[src/rtl/alu_pkg.sv]
// Shared types for the arbitrated 4-bit logic unit: opcode and FSM encodings, data width.
package alu_pkg;
  localparam int DATA_W = 4;

  typedef logic [DATA_W-1:0] data_t;

  typedef enum logic [2:0] {
    OP_AND  = 3'd0,
    OP_NAND = 3'd1,
    OP_OR   = 3'd2,
    OP_NOR  = 3'd3,
    OP_XOR  = 3'd4,
    OP_XNOR = 3'd5,
    OP_NOTA = 3'd6,
    OP_SHL  = 3'd7
  } op_e;

  typedef enum logic [1:0] {
    IDLE = 2'd0,
    EXEC = 2'd1,
    RESP = 2'd2
  } state_e;
endpackage

[src/rtl/alu_logic_arbiter_if.sv]
// Request/response bundle between two requesters, the arbiter and one response consumer.
interface alu_logic_arbiter_if #(parameter int CNT_W = 8) ();
  import alu_pkg::*;

  logic             req0_valid;
  logic             req0_ready;
  data_t            req0_a;
  data_t            req0_b;
  logic [2:0]       req0_op;
  logic             req1_valid;
  logic             req1_ready;
  data_t            req1_a;
  data_t            req1_b;
  logic [2:0]       req1_op;
  logic             rsp_valid;
  logic             rsp_ready;
  logic             rsp_id;
  data_t            rsp_result;
  logic             rsp_zero;
  logic             busy;
  logic [CNT_W-1:0] done_cnt;

  modport slave (
    input  req0_valid, req0_a, req0_b, req0_op,
    input  req1_valid, req1_a, req1_b, req1_op,
    input  rsp_ready,
    output req0_ready, req1_ready,
    output rsp_valid, rsp_id, rsp_result, rsp_zero, busy, done_cnt
  );

  modport master (
    output req0_valid, req0_a, req0_b, req0_op,
    output req1_valid, req1_a, req1_b, req1_op,
    output rsp_ready,
    input  req0_ready, req1_ready,
    input  rsp_valid, rsp_id, rsp_result, rsp_zero, busy, done_cnt
  );
endinterface

[src/rtl/ALU_Logic.sv]
// Purely combinational 4-bit logic unit; every operation is produced in parallel,
// the caller selects one.
module ALU_Logic
  import alu_pkg::*;
(
  input  data_t a,
  input  data_t b,
  output data_t and_r,
  output data_t nand_r,
  output data_t or_r,
  output data_t nor_r,
  output data_t xor_r,
  output data_t xnor_r,
  output data_t nota_r,
  output data_t shl_r
);
  assign and_r  = a & b;
  assign nand_r = ~(a & b);
  assign or_r   = a | b;
  assign nor_r  = ~(a | b);
  assign xor_r  = a ^ b;
  assign xnor_r = ~(a ^ b);
  assign nota_r = ~a;
  assign shl_r  = {a[DATA_W-2:0], 1'b0};
endmodule

[src/rtl/alu_logic_arbiter.sv]
// Two-port round-robin front end to ALU_Logic: accept in IDLE, compute in EXEC, hold result in RESP.
// One op in flight; response held until rsp_ready, so peak rate is one op every 3 cycles.
module alu_logic_arbiter
  import alu_pkg::*;
#(
  parameter int CNT_W = 8
) (
  input  logic                 clk,
  input  logic                 rst,
  alu_logic_arbiter_if.slave   bus
);
  state_e           state_q, state_d;
  logic             last_q;
  logic             winner;
  logic             grant0, grant1, accept, rsp_hs;
  data_t            a_q, b_q;
  op_e              op_q;
  logic             id_q;
  data_t            res_q;
  logic             zero_q;
  logic [CNT_W-1:0] cnt_q;
  data_t            mux_res;
  data_t            and_r, nand_r, or_r, nor_r, xor_r, xnor_r, nota_r, shl_r;

  // On a tie the requester that was not granted last time wins.
  always_comb begin
    winner = bus.req1_valid;
    if (bus.req0_valid && bus.req1_valid) winner = ~last_q;
  end

  assign grant0 = (state_q == IDLE) & bus.req0_valid & ~winner;
  assign grant1 = (state_q == IDLE) & bus.req1_valid & winner;
  assign accept = grant0 | grant1;
  assign rsp_hs = (state_q == RESP) & bus.rsp_ready;

  always_ff @(posedge clk or posedge rst) begin
    if (rst) state_q <= IDLE;
    else     state_q <= state_d;
  end

  always_comb begin
    state_d = state_q;
    case (state_q)
      IDLE:    if (accept) state_d = EXEC;
      EXEC:    state_d = RESP;
      RESP:    if (rsp_hs) state_d = IDLE;
      default: state_d = IDLE;
    endcase
  end

  ALU_Logic u_alu (
    .a      (a_q),
    .b      (b_q),
    .and_r  (and_r),
    .nand_r (nand_r),
    .or_r   (or_r),
    .nor_r  (nor_r),
    .xor_r  (xor_r),
    .xnor_r (xnor_r),
    .nota_r (nota_r),
    .shl_r  (shl_r)
  );

  always_comb begin
    mux_res = '0;
    case (op_q)
      OP_AND:  mux_res = and_r;
      OP_NAND: mux_res = nand_r;
      OP_OR:   mux_res = or_r;
      OP_NOR:  mux_res = nor_r;
      OP_XOR:  mux_res = xor_r;
      OP_XNOR: mux_res = xnor_r;
      OP_NOTA: mux_res = nota_r;
      OP_SHL:  mux_res = shl_r;
      default: mux_res = '0;
    endcase
  end

  // Pointer resets to 1 so that requester 0 takes the first tie.
  always_ff @(posedge clk or posedge rst) begin
    if (rst) begin
      a_q    <= '0;
      b_q    <= '0;
      op_q   <= OP_AND;
      id_q   <= 1'b0;
      last_q <= 1'b1;
      res_q  <= '0;
      zero_q <= 1'b0;
      cnt_q  <= '0;
    end else begin
      if (accept) begin
        a_q    <= grant1 ? bus.req1_a : bus.req0_a;
        b_q    <= grant1 ? bus.req1_b : bus.req0_b;
        op_q   <= op_e'(grant1 ? bus.req1_op : bus.req0_op);
        id_q   <= grant1;
        last_q <= grant1;
      end
      if (state_q == EXEC) begin
        res_q  <= mux_res;
        zero_q <= (mux_res == '0);
      end
      if (rsp_hs) cnt_q <= cnt_q + CNT_W'(1);
    end
  end

  assign bus.req0_ready = grant0;
  assign bus.req1_ready = grant1;
  assign bus.rsp_valid  = (state_q == RESP);
  assign bus.rsp_id     = id_q;
  assign bus.rsp_result = res_q;
  assign bus.rsp_zero   = zero_q;
  assign bus.busy       = (state_q != IDLE);
  assign bus.done_cnt   = cnt_q;
endmodule

[src/flat_wrapper.sv]
// flat-port wrapper written by rule: the top's interface ports become plain ports
module alu_logic_arbiter_flat import alu_pkg::*;
#(
  parameter int CNT_W = 8
)
  (clk, rst, bus_req0_valid, bus_req0_a, bus_req0_b, bus_req0_op, bus_req1_valid, bus_req1_a, bus_req1_b, bus_req1_op, bus_rsp_ready, bus_req0_ready, bus_req1_ready, bus_rsp_valid, bus_rsp_id, bus_rsp_result, bus_rsp_zero, bus_busy, bus_done_cnt);
  alu_logic_arbiter_if #(.CNT_W(CNT_W)) bus_i ();
  input  logic clk;
  input  logic rst;
  input wire logic [$bits(bus_i.req0_valid)-1:0] bus_req0_valid;
  input wire logic [$bits(bus_i.req0_a)-1:0] bus_req0_a;
  input wire logic [$bits(bus_i.req0_b)-1:0] bus_req0_b;
  input wire logic [$bits(bus_i.req0_op)-1:0] bus_req0_op;
  input wire logic [$bits(bus_i.req1_valid)-1:0] bus_req1_valid;
  input wire logic [$bits(bus_i.req1_a)-1:0] bus_req1_a;
  input wire logic [$bits(bus_i.req1_b)-1:0] bus_req1_b;
  input wire logic [$bits(bus_i.req1_op)-1:0] bus_req1_op;
  input wire logic [$bits(bus_i.rsp_ready)-1:0] bus_rsp_ready;
  output wire logic [$bits(bus_i.req0_ready)-1:0] bus_req0_ready;
  output wire logic [$bits(bus_i.req1_ready)-1:0] bus_req1_ready;
  output wire logic [$bits(bus_i.rsp_valid)-1:0] bus_rsp_valid;
  output wire logic [$bits(bus_i.rsp_id)-1:0] bus_rsp_id;
  output wire logic [$bits(bus_i.rsp_result)-1:0] bus_rsp_result;
  output wire logic [$bits(bus_i.rsp_zero)-1:0] bus_rsp_zero;
  output wire logic [$bits(bus_i.busy)-1:0] bus_busy;
  output wire logic [$bits(bus_i.done_cnt)-1:0] bus_done_cnt;
  assign bus_i.req0_valid = bus_req0_valid;
  assign bus_i.req0_a = bus_req0_a;
  assign bus_i.req0_b = bus_req0_b;
  assign bus_i.req0_op = bus_req0_op;
  assign bus_i.req1_valid = bus_req1_valid;
  assign bus_i.req1_a = bus_req1_a;
  assign bus_i.req1_b = bus_req1_b;
  assign bus_i.req1_op = bus_req1_op;
  assign bus_i.rsp_ready = bus_rsp_ready;
  assign bus_req0_ready = bus_i.req0_ready;
  assign bus_req1_ready = bus_i.req1_ready;
  assign bus_rsp_valid = bus_i.rsp_valid;
  assign bus_rsp_id = bus_i.rsp_id;
  assign bus_rsp_result = bus_i.rsp_result;
  assign bus_rsp_zero = bus_i.rsp_zero;
  assign bus_busy = bus_i.busy;
  assign bus_done_cnt = bus_i.done_cnt;
  alu_logic_arbiter #(.CNT_W(CNT_W)) u_core (.clk(clk), .rst(rst), .bus(bus_i));
endmodule
[config.mk]
export PLATFORM = sky130hd
export DESIGN_NAME = alu_logic_arbiter_flat
export DESIGN_NICKNAME = d
export VERILOG_FILES = /design/src/rtl/alu_pkg.sv /design/src/rtl/alu_logic_arbiter_if.sv /design/src/rtl/ALU_Logic.sv /design/src/rtl/alu_logic_arbiter.sv /design/src/flat_wrapper.sv
export SDC_FILE = /design/constraint.sdc
export NUM_CORES = 1
export LEC_CHECK = 0
export BUFFER_PORTS_ARGS = -buffer_cell sky130_fd_sc_hd__buf_2
export CAP_MARGIN = 25
export CORE_MARGIN = 8
export CORE_UTILIZATION = 53
export DETAILED_ROUTE_END_ITERATION = 10
export PLACE_DENSITY = 0.9
export SLEW_MARGIN = 25
export SYNTH_ARGS = -nofsm -noshare
export SYNTH_HDL_FRONTEND = slang
export SYNTH_HIERARCHICAL = 1
export SYNTH_SLANG_ARGS = --single-unit
[constraint.sdc]
create_clock -name clk -period 2.13 [get_ports clk]
set_clock_uncertainty 0.2 [all_clocks]
set_input_delay 0.3195 -clock clk [delete_from_list [all_inputs] [get_ports clk]]
set_output_delay 0.3195 -clock clk [all_outputs]
set_load 0.03 [all_outputs]
## After elaboration in Yosys (flattened, before gate mapping)

Index checks and enable logic that the tools add are counted.

- Output and inout port bits: 18
- Bits in registers: 28
- Logic and storage cells: 50

- $add $sub $neg: 1
- Eq/ne operators: 11
- Bitwise operators: 15
- Reduce and logical (&&, ||, !) cells: 6
- Mux-type cells: 8

Operators with widths:

| operator | count |
|---|---|
| one-hot mux 4 bit (8 select lines) | 1 |
| NOT 4 bit | 4 |
| equality test 3 bit, second input constant | 4 |
| adder 8 x 1 -> 8 bit, second input constant | 1 |
| two-way mux 4 bit | 2 |
| equality test 3 x 2 -> 1 bit, second input constant | 2 |
| one-hot mux 2 bit (3 select lines) | 1 |
| AND 1 bit | 5 |
| AND 4 bit | 1 |
| zero test 4 bit | 1 |
| two-way mux 2 bit | 2 |
| inequality test 2 x 1 -> 1 bit, second input constant | 2 |
| OR 4 bit | 1 |
| XOR 4 bit | 1 |
| equality test 3 x 1 -> 1 bit, second input constant | 1 |
| zero test 3 bit | 1 |
| two-way mux 3 bit | 1 |
| equality test 2 x 1 -> 1 bit, second input constant | 1 |
| equality test 2 bit, second input constant | 1 |
| zero test 2 bit | 1 |
| NOT 1 bit | 2 |
| AND reduction 2 bit | 1 |
| nonzero test 2 bit | 1 |
| logical AND 1 bit | 1 |
| other kinds (2) | 2 |

## Depth between registers and ports, before layout

- Depth after elaboration: 7
- Depth in mapped cells: 8
- Depth with buffers taken out: 8

## By module

Netlist, hierarchy kept.

By module, submodules not included:

| module | sequential area each (um2) | cells an instance | area an instance (um2) | times used |
|---|---|---|---|---|
| alu_logic_arbiter | 701.9 | 159 | 1476.4 | 1 |
| ALU_Logic | 0.0 | 41 | 309.0 | 1 |

## Least setup slack after synthesis

Ideal clock, no wire load.

- Kind: register to register
- From: register u_core.a_q[1]
- To: register u_core.zero_q, in the netlist u_core/bus.rsp_zero
- Clock period less this slack: 1.932 ns
- Arrival time: 1.640 ns
- Required time: 1.838 ns
- Slack: 0.198 ns
- Cell stages (with the launch flop): 8
- Cells stage by stage: dfrtp_1 > inv_1 > ha_1 > inv_1 > mux4_2 > mux2i_1 > nand4_1 > o31ai_2

RTL lines:

| element | line | text |
|---|---|---|
| start: declaration | alu_logic_arbiter.sv:16 | `data_t a_q, b_q;` |
| start signal: assignment | alu_logic_arbiter.sv:92 | `a_q <= grant1 ? bus.req1_a : bus.req0_a;` |
| NOT 4 bit | ALU_Logic.sv:23 | `assign nota_r = ~a;` |
| net u_core.nota_r[1] | alu_logic_arbiter.sv:23 | `data_t and_r, nand_r, or_r, nor_r, xor_r, xnor_r, nota_r, shl_r;` |
| one-hot mux 4 bit (8 select lines) | alu_logic_arbiter.sv:66 | `case (op_q)` |
| zero test 4 bit | alu_logic_arbiter.sv:100 | `zero_q <= (mux_res == '0);` |
| end signal: assignment | alu_logic_arbiter.sv:100 |  |
| end: declaration | alu_logic_arbiter.sv:20 | `logic zero_q;` |

The timed path passes the listed nets, and every way through them passes these cells.
A chain may end at the register's enable or synchronous reset.

## Worst setup path after layout

Ends and elaborated chain as after synthesis.

==> reports/summary.txt <==
Via density: 5.02
sw power: 1.53 mW
n_diodes: 0
routed vias: 1487
FF-to-FF End: u_core/bus.rsp_zero
Hold Crit Start: bus_rsp_ready
Nets: 295
Ys Warns: 6
clock share of power: 10.5%
Die W: 74.0 um
pin count of the biggest net entering global routing: 29
Final GP Congestion: 0.784
post-route ant nets: 0
DRC violations left: 0
CTS Buffer Depth: 2
drt first-iter violations: 78
commonest cells after routing, fill and taps aside: 44 x buf_2, 27 x nor2_1, 27 x dfrtp_1
overflow left after global routing: 0
Design Power: 3.33 mW
Hold Path Sink: u_core/state_q[1]
fin crit period: 2.10 ns
Seq/Total Area, Yosys: 39.3%
TritonCTS Buffers: 3
share of layout cells above drive strength 1: 30.0%
Finished Cell Area: 2180 um2
Slew @ Worst Pin: 0.582 ns
fmax: 0.476 GHz
Syn-to-layout area delta: 22.0%
Clk Tree Root Cell: clkbuf_4
Reg2Reg Setup Slack: 0.03 ns
worst slack at placement: 0.0705 ns
syn nets: 244
Skew-Pair Late Insertion Delay: 0.33 ns
leakage power: 1.14 nW
Syn Inst Count: 200
CP Data Required Time: 2.18 ns
Syn Area/Cell: 8.93 um2
Crit. End Element: flop
H-tree depth: 1
number of top-level pins: 45
Die Area: 5480 um2
CORE AREA: 3280 um2
final worst-path cycle share: 98.7%
HP Class: in -> reg
Core Rows: 21
RSZ-0062 raised after global routing: yes
CTS sink cnt: 28
initial antenna violation count: 0
fill count: 270
final wirelength: 3980 um
reg2reg start: u_core/a_q[1]
worst-case vdd ir drop: 0.000842 V
Die Span Y: 74.0 um
Fin Hold WS: 0.00458 ns
Net Sw Frac: 46.0%
Port Buf Inserts: 44
leading cell type in the layout, fill and taps excluded: buf_2
Final Hold Vio Count: 0
max-cap viol count: 0
status: finished clean
Final Setup Violations: 0
Starting Density: 54.4%
Synth cell types: 33
GRT Util Overall: 14.4%
Flop pwr share: 31.6%
combinational group share of total power: 57.9%
vias in the first global route: 1474
first-pass GRT wire length: 6390 um
Area after DPL: 2050 um2
Reg clk slew, reported paths: 0.15 ns
Slew Viols, Final: 0
post-route setup slack: 0.0283 ns
cell count of the worst reg-to-reg path: 7
wire per inst: 13.5 um
Netlist Area Pre-Place: 1790 um2
WP data arrival: 2.15 ns
Cell Pwr Density: 1530 nW/um2
Worst setup SP type: flop
DP HPWL: 2970 um
max_slew headroom: 61.2%
cell-internal power: 1.80 mW
crit path max fanout: 5
CTS tree: built
WHS Path Cells: 2
crit path kind: reg -> reg
drt pass-1 iters: 4
Yosys reg bits: 28
==> critical path, stage by stage, from the launching register on <==
cell and delay [ns]:
dfrtp_1 0.45, inv_2 0.09, ha_4 0.29, inv_2 0.03, mux4_2 0.44, mux2i_2 0.18
nand4_1 0.12, o31ai_2 0.22
==> worst max path at each step <==
| stage | slack (ns) | to | cells past startpoint | startpoint |
|---|---|---|---|---|
| global placement | 0.15 | u_core/bus.rsp_zero | 7 | u_core/a_q[1] |
| finish | 0.03 | u_core/bus.rsp_zero | 7 | u_core/a_q[1] |
| CTS | 0.04 | u_core/bus.rsp_zero | 7 | u_core/a_q[1] |
| floorplan | 0.20 | u_core/bus.rsp_zero | 7 | u_core/a_q[1] |
| detailed placement | 0.07 | u_core/bus.rsp_zero | 7 | u_core/a_q[1] |
| global route | -0.08 | u_core/bus.rsp_zero | 7 | u_core/a_q[1] |
==> final cells by class <==
type | instances | area, um2 | share of cell area [%]
tap | 46 | 57.6 | 2.64
inverter | 27 | 101 | 4.65
multi-input combinational | 132 | 930 | 42.7
clock inverter | 1 | 30.0 | 1.38
timing repair buffer | 59 | 335 | 15.4
clock buffer | 3 | 22.5 | 1.03
sequential | 28 | 702 | 32.2
==> Yosys cell counts <==
cell type / number / area [um2]
dfrtp_1: 27 / 676
inv_1: 27 / 101
nor2_1: 27 / 101
nand2_1: 18 / 67.6
ha_1: 17 / 213
o22ai_1: 11 / 68.8
nand3_1: 8 / 40.0
xnor2_1: 7 / 61.3
buf_4: 6 / 45.0
o21ai_0: 6 / 30.0
mux2i_1: 5 / 50.1
nand2b_1: 4 / 25.0
buf_2: 3 / 15.0
clkbuf_1: 3 / 11.3
mux2_2: 3 / 33.8
nand3b_1: 3 / 22.5
nand4_1: 3 / 18.8
a21oi_1: 2 / 10.0
a32oi_1: 2 / 17.5
and3_1: 2 / 12.5
mux4_2: 2 / 45.0
nor2b_1: 2 / 12.5
nor3_1: 2 / 10.0
a211oi_1: 1 / 7.51
a221oi_1: 1 / 8.76
a22oi_1: 1 / 7.51
and2_1: 1 / 6.26
buf_6: 1 / 11.3
conb_1: 1 / 3.75
dfstp_2: 1 / 26.3
nor3b_1: 1 / 7.51
nor4_1: 1 / 6.26
o31ai_2: 1 / 12.5
==> metrics by stage <==
step           cells  TNS (ns)  utilization [%]
2_1_floorplan    200         0                -
3_3_place_gp     286         0             62.4
3_5_place_dp     286         0             62.4
4_1_cts          291         0             64.3
5_1_grt          296    -0.132             66.3
6_report         296         0             66.3
==> cell families after synthesis <==
family,count (synthesis),synth area share [%]
adder cells (fa/ha/maj),17,11.9
buffers and inverters,40,10.3
flip-flops,28,39.3
other,1,0.210
XOR/XNOR,7,3.43
multiplexers,10,7.22
AND/OR/NAND/NOR,72,18.5
AO/OA/AOI/OAI,25,9.11
==> power groups by stage <==
| stage | Clock [mW] | Combinational [mW] | Sequential, mW |
|---|---|---|---|
| 6_report | 0.348 | 1.93 | 1.05 |
| 3_3_place_gp | 0 | 1.68 | 1.04 |
| 3_5_place_dp | 0 | 1.73 | 1.06 |
| 4_1_cts | 0.350 | 1.75 | 1.05 |
| 5_1_grt | 0.373 | 2.14 | 1.10 |
| 2_1_floorplan | 0 | 1.26 | 1.11 |
==> layer usage <==
layer | track usage [%] | wire (um) | vias to the layer above
li1 | - | - | 756
met1 | 17.5 | 1800 | 690
met2 | 25.8 | 2020 | 39
met3 | 1.35 | 126 | 2
met4 | 4.88 | 31 | 0
met5 | 0 | 0 | -
==> flip-flops by register name, summed over array words and instances, names as in the netlist <==
signal	count
u_core/a_q	4
u_core/b_q	4
u_core/bus.done_cnt	8
u_core/bus.rsp_id	1
u_core/bus.rsp_result	4
u_core/bus.rsp_zero	1
u_core/last_q	1
u_core/op_q	3
u_core/state_q	2
==> timing repair <==
item                                    4_1_cts  5_1_grt
endpoints found under the hold margin        27        0
setup buffers                                 0        5
gates resized for setup                       0        6
endpoints found under the setup margin        0        3
hold buffers                                  1        0
No activity file was read; power rests on OpenSTA's default activity.
